==> config.mk <==
export PLATFORM = sky130hd
export DESIGN_NAME = programmable_divider
export DESIGN_NICKNAME = d
export VERILOG_FILES = /design/src/rtl/div_pkg.sv /design/src/rtl/divider_channel.sv /design/src/rtl/programmable_divider.sv
export SDC_FILE = /design/constraint.sdc
export NUM_CORES = 1
export LEC_CHECK = 0
export ABC_AREA = 1
export CELL_PAD_IN_SITES_DETAIL_PLACEMENT = 0
export CELL_PAD_IN_SITES_GLOBAL_PLACEMENT = 1
export CORE_MARGIN = 2
export CORE_UTILIZATION = 40
export DETAILED_ROUTE_END_ITERATION = 10
export GPL_TIMING_DRIVEN = 1
export MAX_ROUTING_LAYER = met4
export PLACE_DENSITY = 0.85
export SETUP_SLACK_MARGIN = 0.15
export SYNTH_ARGS = -nofsm -noshare
export SYNTH_HDL_FRONTEND = slang
export SYNTH_SLANG_ARGS = --single-unit
export TNS_END_PERCENT = 30
==> constraint.sdc <==
create_clock -name clk -period 2.71 [get_ports clk]
set_input_delay 0.271 -clock clk [delete_from_list [all_inputs] [get_ports clk]]
set_output_delay 0.271 -clock clk [all_outputs]
set_load 0.05 [all_outputs]
==> src/rtl/div_pkg.sv <==
// Shared constants for the programmable clock divider: default widths,
// reset divisor, system clock rate and channel index width.
package div_pkg;
  localparam int          CNT_W_DEF       = 27;
  localparam int unsigned DEFAULT_DIV_DEF = 100_000_000;
  localparam int unsigned CLK_HZ          = 100_000_000;
  localparam int          CH_IDX_W        = 3;
endpackage

==> src/rtl/divider_channel.sv <==
// One divider channel: active/shadow divisor, phase counter, registered
// tick/clk_out/pending outputs.
module divider_channel #(
  parameter int          CNT_W       = div_pkg::CNT_W_DEF,
  parameter int unsigned DEFAULT_DIV = div_pkg::DEFAULT_DIV_DEF
) (
  input  logic             clk,
  input  logic             reset,
  input  logic             en,
  input  logic             ld_imm,
  input  logic             ld_def,
  input  logic [CNT_W-1:0] ld_div,
  output logic             clk_out,
  output logic             tick,
  output logic             pending
);
  localparam logic [CNT_W-1:0] RST_DIV = CNT_W'(DEFAULT_DIV);

  logic [CNT_W-1:0] cnt_q, cnt_d, act_q, act_d, shd_q, shd_d, n_eff;
  logic             clk_out_q, clk_out_d, tick_q, tick_d, pend_q, pend_d;
  logic             wrap;

  // A zero divisor behaves as divide-by-one so the compare never underflows.
  assign n_eff = (act_q == '0) ? CNT_W'(1) : act_q;
  assign wrap  = en && (cnt_q == n_eff - CNT_W'(1));

  always_comb begin
    cnt_d     = cnt_q;
    act_d     = act_q;
    shd_d     = shd_q;
    clk_out_d = clk_out_q;
    tick_d    = 1'b0;
    pend_d    = pend_q;
    if (ld_imm) begin
      act_d     = ld_div;
      cnt_d     = '0;
      clk_out_d = 1'b0;
      pend_d    = 1'b0;
    end else begin
      if (wrap) begin
        cnt_d     = '0;
        tick_d    = 1'b1;
        clk_out_d = ~clk_out_q;
        if (pend_q) begin
          act_d  = shd_q;
          pend_d = 1'b0;
        end
      end else if (en) begin
        cnt_d = cnt_q + CNT_W'(1);
      end
      // A deferred write on the wrap edge lands in the shadow only and
      // re-arms pending for the following wrap.
      if (ld_def) begin
        shd_d  = ld_div;
        pend_d = 1'b1;
      end
    end
  end

  always_ff @(posedge clk) begin
    if (reset) begin
      cnt_q     <= '0;
      act_q     <= RST_DIV;
      shd_q     <= RST_DIV;
      clk_out_q <= 1'b0;
      tick_q    <= 1'b0;
      pend_q    <= 1'b0;
    end else begin
      cnt_q     <= cnt_d;
      act_q     <= act_d;
      shd_q     <= shd_d;
      clk_out_q <= clk_out_d;
      tick_q    <= tick_d;
      pend_q    <= pend_d;
    end
  end

  assign clk_out = clk_out_q;
  assign tick    = tick_q;
  assign pending = pend_q;
endmodule

==> src/rtl/programmable_divider.sv <==
// Multi-channel programmable divider: decodes the load strobe and fans it
// out to NUM_CH independent divider_channel instances.
module programmable_divider
  import div_pkg::*;
#(
  parameter int          NUM_CH      = 2,
  parameter int          CNT_W       = CNT_W_DEF,
  parameter int unsigned DEFAULT_DIV = DEFAULT_DIV_DEF
) (
  input  logic                clk,
  input  logic                reset,
  input  logic [NUM_CH-1:0]   ch_en,
  input  logic                load,
  input  logic [CH_IDX_W-1:0] load_ch,
  input  logic [CNT_W-1:0]    load_div,
  input  logic                load_now,
  output logic [NUM_CH-1:0]   clk_out,
  output logic [NUM_CH-1:0]   tick,
  output logic [NUM_CH-1:0]   pending
);
  // Indices >= NUM_CH match no instance, so out-of-range loads are dropped.
  for (genvar i = 0; i < NUM_CH; i++) begin : g_ch
    logic sel;
    assign sel = load && (load_ch == CH_IDX_W'(i));

    divider_channel #(
      .CNT_W       (CNT_W),
      .DEFAULT_DIV (DEFAULT_DIV)
    ) u_ch (
      .clk     (clk),
      .reset   (reset),
      .en      (ch_en[i]),
      .ld_imm  (sel && load_now),
      .ld_def  (sel && !load_now),
      .ld_div  (load_div),
      .clk_out (clk_out[i]),
      .tick    (tick[i]),
      .pending (pending[i])
    );
  end
endmodule

After elaboration in Yosys (flattened, before gate mapping):

Index checks and enable logic that the tools add are counted.

* input port bits: 36
* output and inout bits: 6
* logic and storage cells: 63
* register bits: 168

* muxes and demuxes: 14
* add/subtract/negate cells: 4
* bitwise operators: 4
* equal/unequal tests: 3
* reduce and logical (&&, ||, !) cells: 26

Operators with widths (number)
* 27-bit 2-to-1 mux: 8
* 27-bit by 1-bit adder with 27-bit output (second input constant): 2
* 27-bit equality test: 2
* 27-bit logical NOT: 2
* 27-bit by 1-bit subtractor with 27-bit output (second input constant): 2
* 2-bit nonzero test: 6
* 1-bit logical AND: 8
* 2-bit AND reduction: 4
* 1-bit 2-to-1 mux: 6
* 3-bit OR reduction: 2
* 1-bit inverter: 4
* 2-bit OR reduction: 2
* 3-bit by 1-bit equality test with 1-bit output (second input constant): 1
* 3-bit logical NOT: 1
* 1-bit logical NOT: 1

Logic depth before layout (Yosys ltp):

* depth after elaboration: 7
* gate-level depth with buffers: 23
* gate-level depth less buffers: 22

Hierarchy:

A second synthesis with hierarchy kept.

* cells, all modules: 1638
* area total of the unflattened synthesis: 10194.8 µm²

By module, submodules not included
* divider_channel (g_ch[0].u_ch): seq. area each 1681.6 µm², area an instance 5198.7 µm², times used 1, cells an instance 837
* divider_channel (g_ch[1].u_ch): seq. area each 1681.6 µm², area an instance 4948.5 µm², times used 1, cells an instance 789
* programmable_divider: seq. area each 0.0 µm², area an instance 47.5 µm², times used 1, cells an instance 12

Worst setup path after synthesis:

No wires, ideal clock.

* path type: register to register
* start point: register g_ch[0].u_ch.act_q[8]
* end point: register g_ch[0].u_ch.act_q[16]
* setup time: 64 ps
* setup slack: -136 ps
* buffers on the path: 1
* clock period less this slack: 2846 ps
* data arrival time: 2782 ps
* required time: 2646 ps
* cell stages (with the launch flop): 21
* cells stage by stage: dfxtp_1 nor2_4 nand2_2 nor2_2 nand2_2 nor2_4 nor2_4 ha_1 nand3_1 nor2_2 nand3_1 xor2_1 or2_2 nand2_1 nor2_1 nand4_1 nor2_2 nand3_2 clkbuf_1 nand3_1 nand3_1

* cells in the longest elaborated chain, start to end: 7

Ends and longest elaborated chain
* start, declared: line divider_channel.sv:19 `logic [CNT_W-1:0] cnt_q, cnt_d, act_q, act_d, shd_q, shd_d, n_eff;`
* start signal, assigned: line divider_channel.sv:70 `act_q <= act_d;`
* 27-bit logical NOT: line divider_channel.sv:24 `assign n_eff = (act_q == '0) ? CNT_W'(1) : act_q;`
* 27-bit 2-to-1 mux *: line divider_channel.sv:24
* 27-bit by 1-bit subtractor with 27-bit output *: line divider_channel.sv:25 `assign wrap = en && (cnt_q == n_eff - CNT_W'(1));`
* 27-bit equality test *: line divider_channel.sv:25
* 1-bit logical AND *: line divider_channel.sv:25
* 2-bit nonzero test (no source line) *
* 2-bit AND reduction (no source line) *

Every way passes the cells marked *; elsewhere a longest branch is shown, timed or not.
A chain may end at the register's enable or synchronous reset.

Worst setup path after layout:

* start point: register g_ch[0].u_ch.act_q[18]
* end point: register g_ch[0].u_ch.act_q[11]

The elaborated chain is that of the path after synthesis.

==> results.txt <==
Root Buffer: clkbuf_16
RR Startpoint: g_ch[0].u_ch.act_q[18]
Die Ht: 158.7 um
Most frequent cells in the layout: 303 x nand2_1, 158 x nor2_1, 152 x inv_1
Die width: 158.7 um
Setup TNS: -13.84 ns
Max IR drop VDD: 0.0003633 V
Ant diodes: 0
Vias/cell: 5.039
Hold EP: g_ch[0].u_ch.shd_q[0]
Critical Path Start Type: register
Clock transition at the registers of the reported paths: 0.07 ns
Via count: 9810
Min Tclk post-route: 2.987 ns
RSZ-0062 raised after global routing: true
Max-slew headroom: 45.47%
Pleak: 5.811 nW
I/O Buffers: 41
Htree depth: 4
Status: finished, violations left
Fin nets: 1656
Final Slew Violations: 0
Worst R2R End: g_ch[0].u_ch.act_q[11]
Pwr dens: 434.4 mW/mm2
DP Wirelength: 20.14 mm
Core area: 0.02347 mm2
Total GRT Usage: 22.25%
Final worst setup slack: -0.2769 ns
Share of cells above drive strength 1: 24.51%
WP data arrival: 3.35 ns
Synth Net Count: 1505
Post-synth top flop: dfxtp_1
# hold bufs at CTS: 0
Initial core utilization: 40.80%
Antenna viol nets, final: 0
DRT Pass-1 Iters: 5
Worst Hold Class: in -> reg
Fin util: 54.72%
Post-Syn Area: 0.009577 mm2
DRC Markers: 0
Final WL: 28.42 mm
Syn. warnings: 0
Failing checks: setup timing
Worst path required time: 3.07 ns
Clk buf depth: 2
Drt initial violations: 572
Global route overflow: 0
Final Skew: 0.01534 ns
Final critical-path share of the clock period: 110.2%
CP Max Fanout: 6
Area Overhead vs Synth: 34.13%
Sequential cell area fraction in the yosys report: 35.12%
Final RePlAce weighted congestion: 0.9210
Routed wire per std cell: 14.60 um
Most common cell after layout, fill and taps aside: nand2_1
Num CTS Buffers: 17
Setup violations, final: 89
Reg2Reg Depth: 23
Post-Syn Instances: 1465
First-pass GRT wire length: 45.04 mm
CTS tree: built
I/O pin total: 42
Largest net degree at the start of global routing: 81
Initial antenna violation count: 0
Fin. Hold Viols: 0
Worst Hold Path Cells: 3
Synthesis-stage register bit count: 168
Vias in the first global route: 9172
Post-synth EDFFs: 0
Max-Cap Viols: 0
Fmax: 0.3348 GHz
Row count: 56
Setup slack, reg-to-reg: -0.28 ns
Synth Area per Inst: 6.537 um2
Tightest Pin Transition: 0.8179 ns
Hold_sp: load_div[0]
Clock latency on the worst-skew pair: 0.43 ns
CP endpoint kind: register
Ys async rst share: 0%
Setup Crit Path Kind: reg -> reg
Post-synth cell types: 35
Clock Sinks: 168
Die area: 0.02520 mm2
-- through the flow --
step / hold slack, ns / area (um2) / power (mW) / worst slack (ns) / cells
detailed placement: 0.4624 / 11450 / 3.113 / -0.4459 / 1898
global route: 0.4721 / 12840 / 5.781 / -0.4260 / 1947
CTS: 0.4611 / 12340 / 5.579 / -0.1758 / 1936
floorplan: 0.3882 / 9862 / 2.892 / 0.07219 / 1465
global placement: 0.4505 / 11450 / 3.109 / -0.3916 / 1898
finish: 0.4706 / 12840 / 5.579 / -0.2769 / 1947
-- registers in the layout (all words and copies together) (netlist names) --
name,cells
g_ch.u_ch.cnt_q,54
g_ch.u_ch.tick,2
g_ch.u_ch.clk_out,2
g_ch.u_ch.pending,2
g_ch.u_ch.act_q,54
g_ch.u_ch.shd_q,54
-- what timing repair did --
| action | in CTS | in global routing |
|---|---|---|
| setup endpoints to repair | 114 | 114 |
| gates cloned | 3 | 6 |
| pin swaps | 9 | 26 |
| setup buffers | 4 | 5 |
| endpoints found under the hold margin | 0 | 0 |
| resized for setup | 66 | 76 |
-- cell families (layout without fill, tap and decap cells) --
family,count (synthesis),count (layout),share of synthesized area [%]
adder cells (fa/ha/maj),4,4,0.5226
flip-flops,168,168,35.12
AND/OR/NAND/NOR,774,778,35.13
buffers and inverters,227,386,9.485
XOR/XNOR,95,95,8.688
AO/OA/AOI/OAI,197,197,11.05
-- power breakdown --
group / switching (mW) / internal, mW / total (mW)
registers: 0.0302 / 2.51 / 2.54
logic: 0.334 / 0.261 / 0.595
clock network: 1.08 / 1.36 / 2.44
-- critical path, stage by stage (launching register included) --
cell and delay (ns):
dfxtp_2 0.33, nor2_2 0.12, nand2_1 0.09, nor2_2 0.15
nand2_2 0.09, nor2_4 0.14, nor2_4 0.05, ha_4 0.17
nand3_4 0.09, nor2_4 0.07, buf_6 0.13, nand2_4 0.05
xnor2_2 0.12, xnor2_1 0.16, nand2_1 0.09, nor2_2 0.13
nand3_2 0.10, nor2_4 0.18, buf_6 0.13, nand3_4 0.12
buf_6 0.19, nand3_1 0.07, nand2_1 0.05, nor2_1 0.10
-- cell usage after synthesis (30+ instances only) --
master    instances  share of area, %
a21oi_1          72               3.8
inv_1           158               6.2
clkbuf_1         39               1.5
nand2_1         317                12
xor2_1           69               6.3
o21ai_0          95               5.0
nand3_1         139               7.3
dfxtp_1         168                35
nor3_1           30               1.6
nor2_1          204               8.0
nand4_1          36               2.4
-- area by class of cell --
| type | count | area (um2) |
|---|---|---|
| inverter | 163 | 623.1 |
| sequential | 168 | 3423 |
| clock buffer | 18 | 429.2 |
| timing repair buffer | 192 | 1718 |
| fill | 2261 | 10630 |
| clock inverter | 13 | 146.4 |
| tap | 319 | 399.1 |
| multi-input combinational | 1074 | 6106 |
-- how the worst max path moves through the flow --
stage / slack, ns / startpoint / end
global placement: -0.39 / g_ch[1].u_ch.act_q[3] / g_ch[1].u_ch.act_q[0]
detailed placement: -0.45 / g_ch[1].u_ch.act_q[3] / g_ch[1].u_ch.act_q[5]
finish: -0.28 / g_ch[0].u_ch.act_q[18] / g_ch[0].u_ch.act_q[11]
CTS: -0.18 / g_ch[0].u_ch.act_q[18] / g_ch[0].u_ch.act_q[15]
floorplan: 0.07 / g_ch[1].u_ch.act_q[21] / g_ch[1].u_ch.cnt_q[9]
global route: -0.43 / g_ch[0].u_ch.act_q[4] / g_ch[0].u_ch.act_q[6]
-- metal layers --
layer / vias to the layer above / part of all wire, % / GRT usage (%)
met5: - / 0 / -
li1: 5036 / - / -
met4: 0 / 1.5 / 4.629
met1: 4578 / 44 / 26.68
met2: 161 / 51 / 39.66
met3: 35 / 3.1 / 3.213
(Power assumes the default switching activity.)
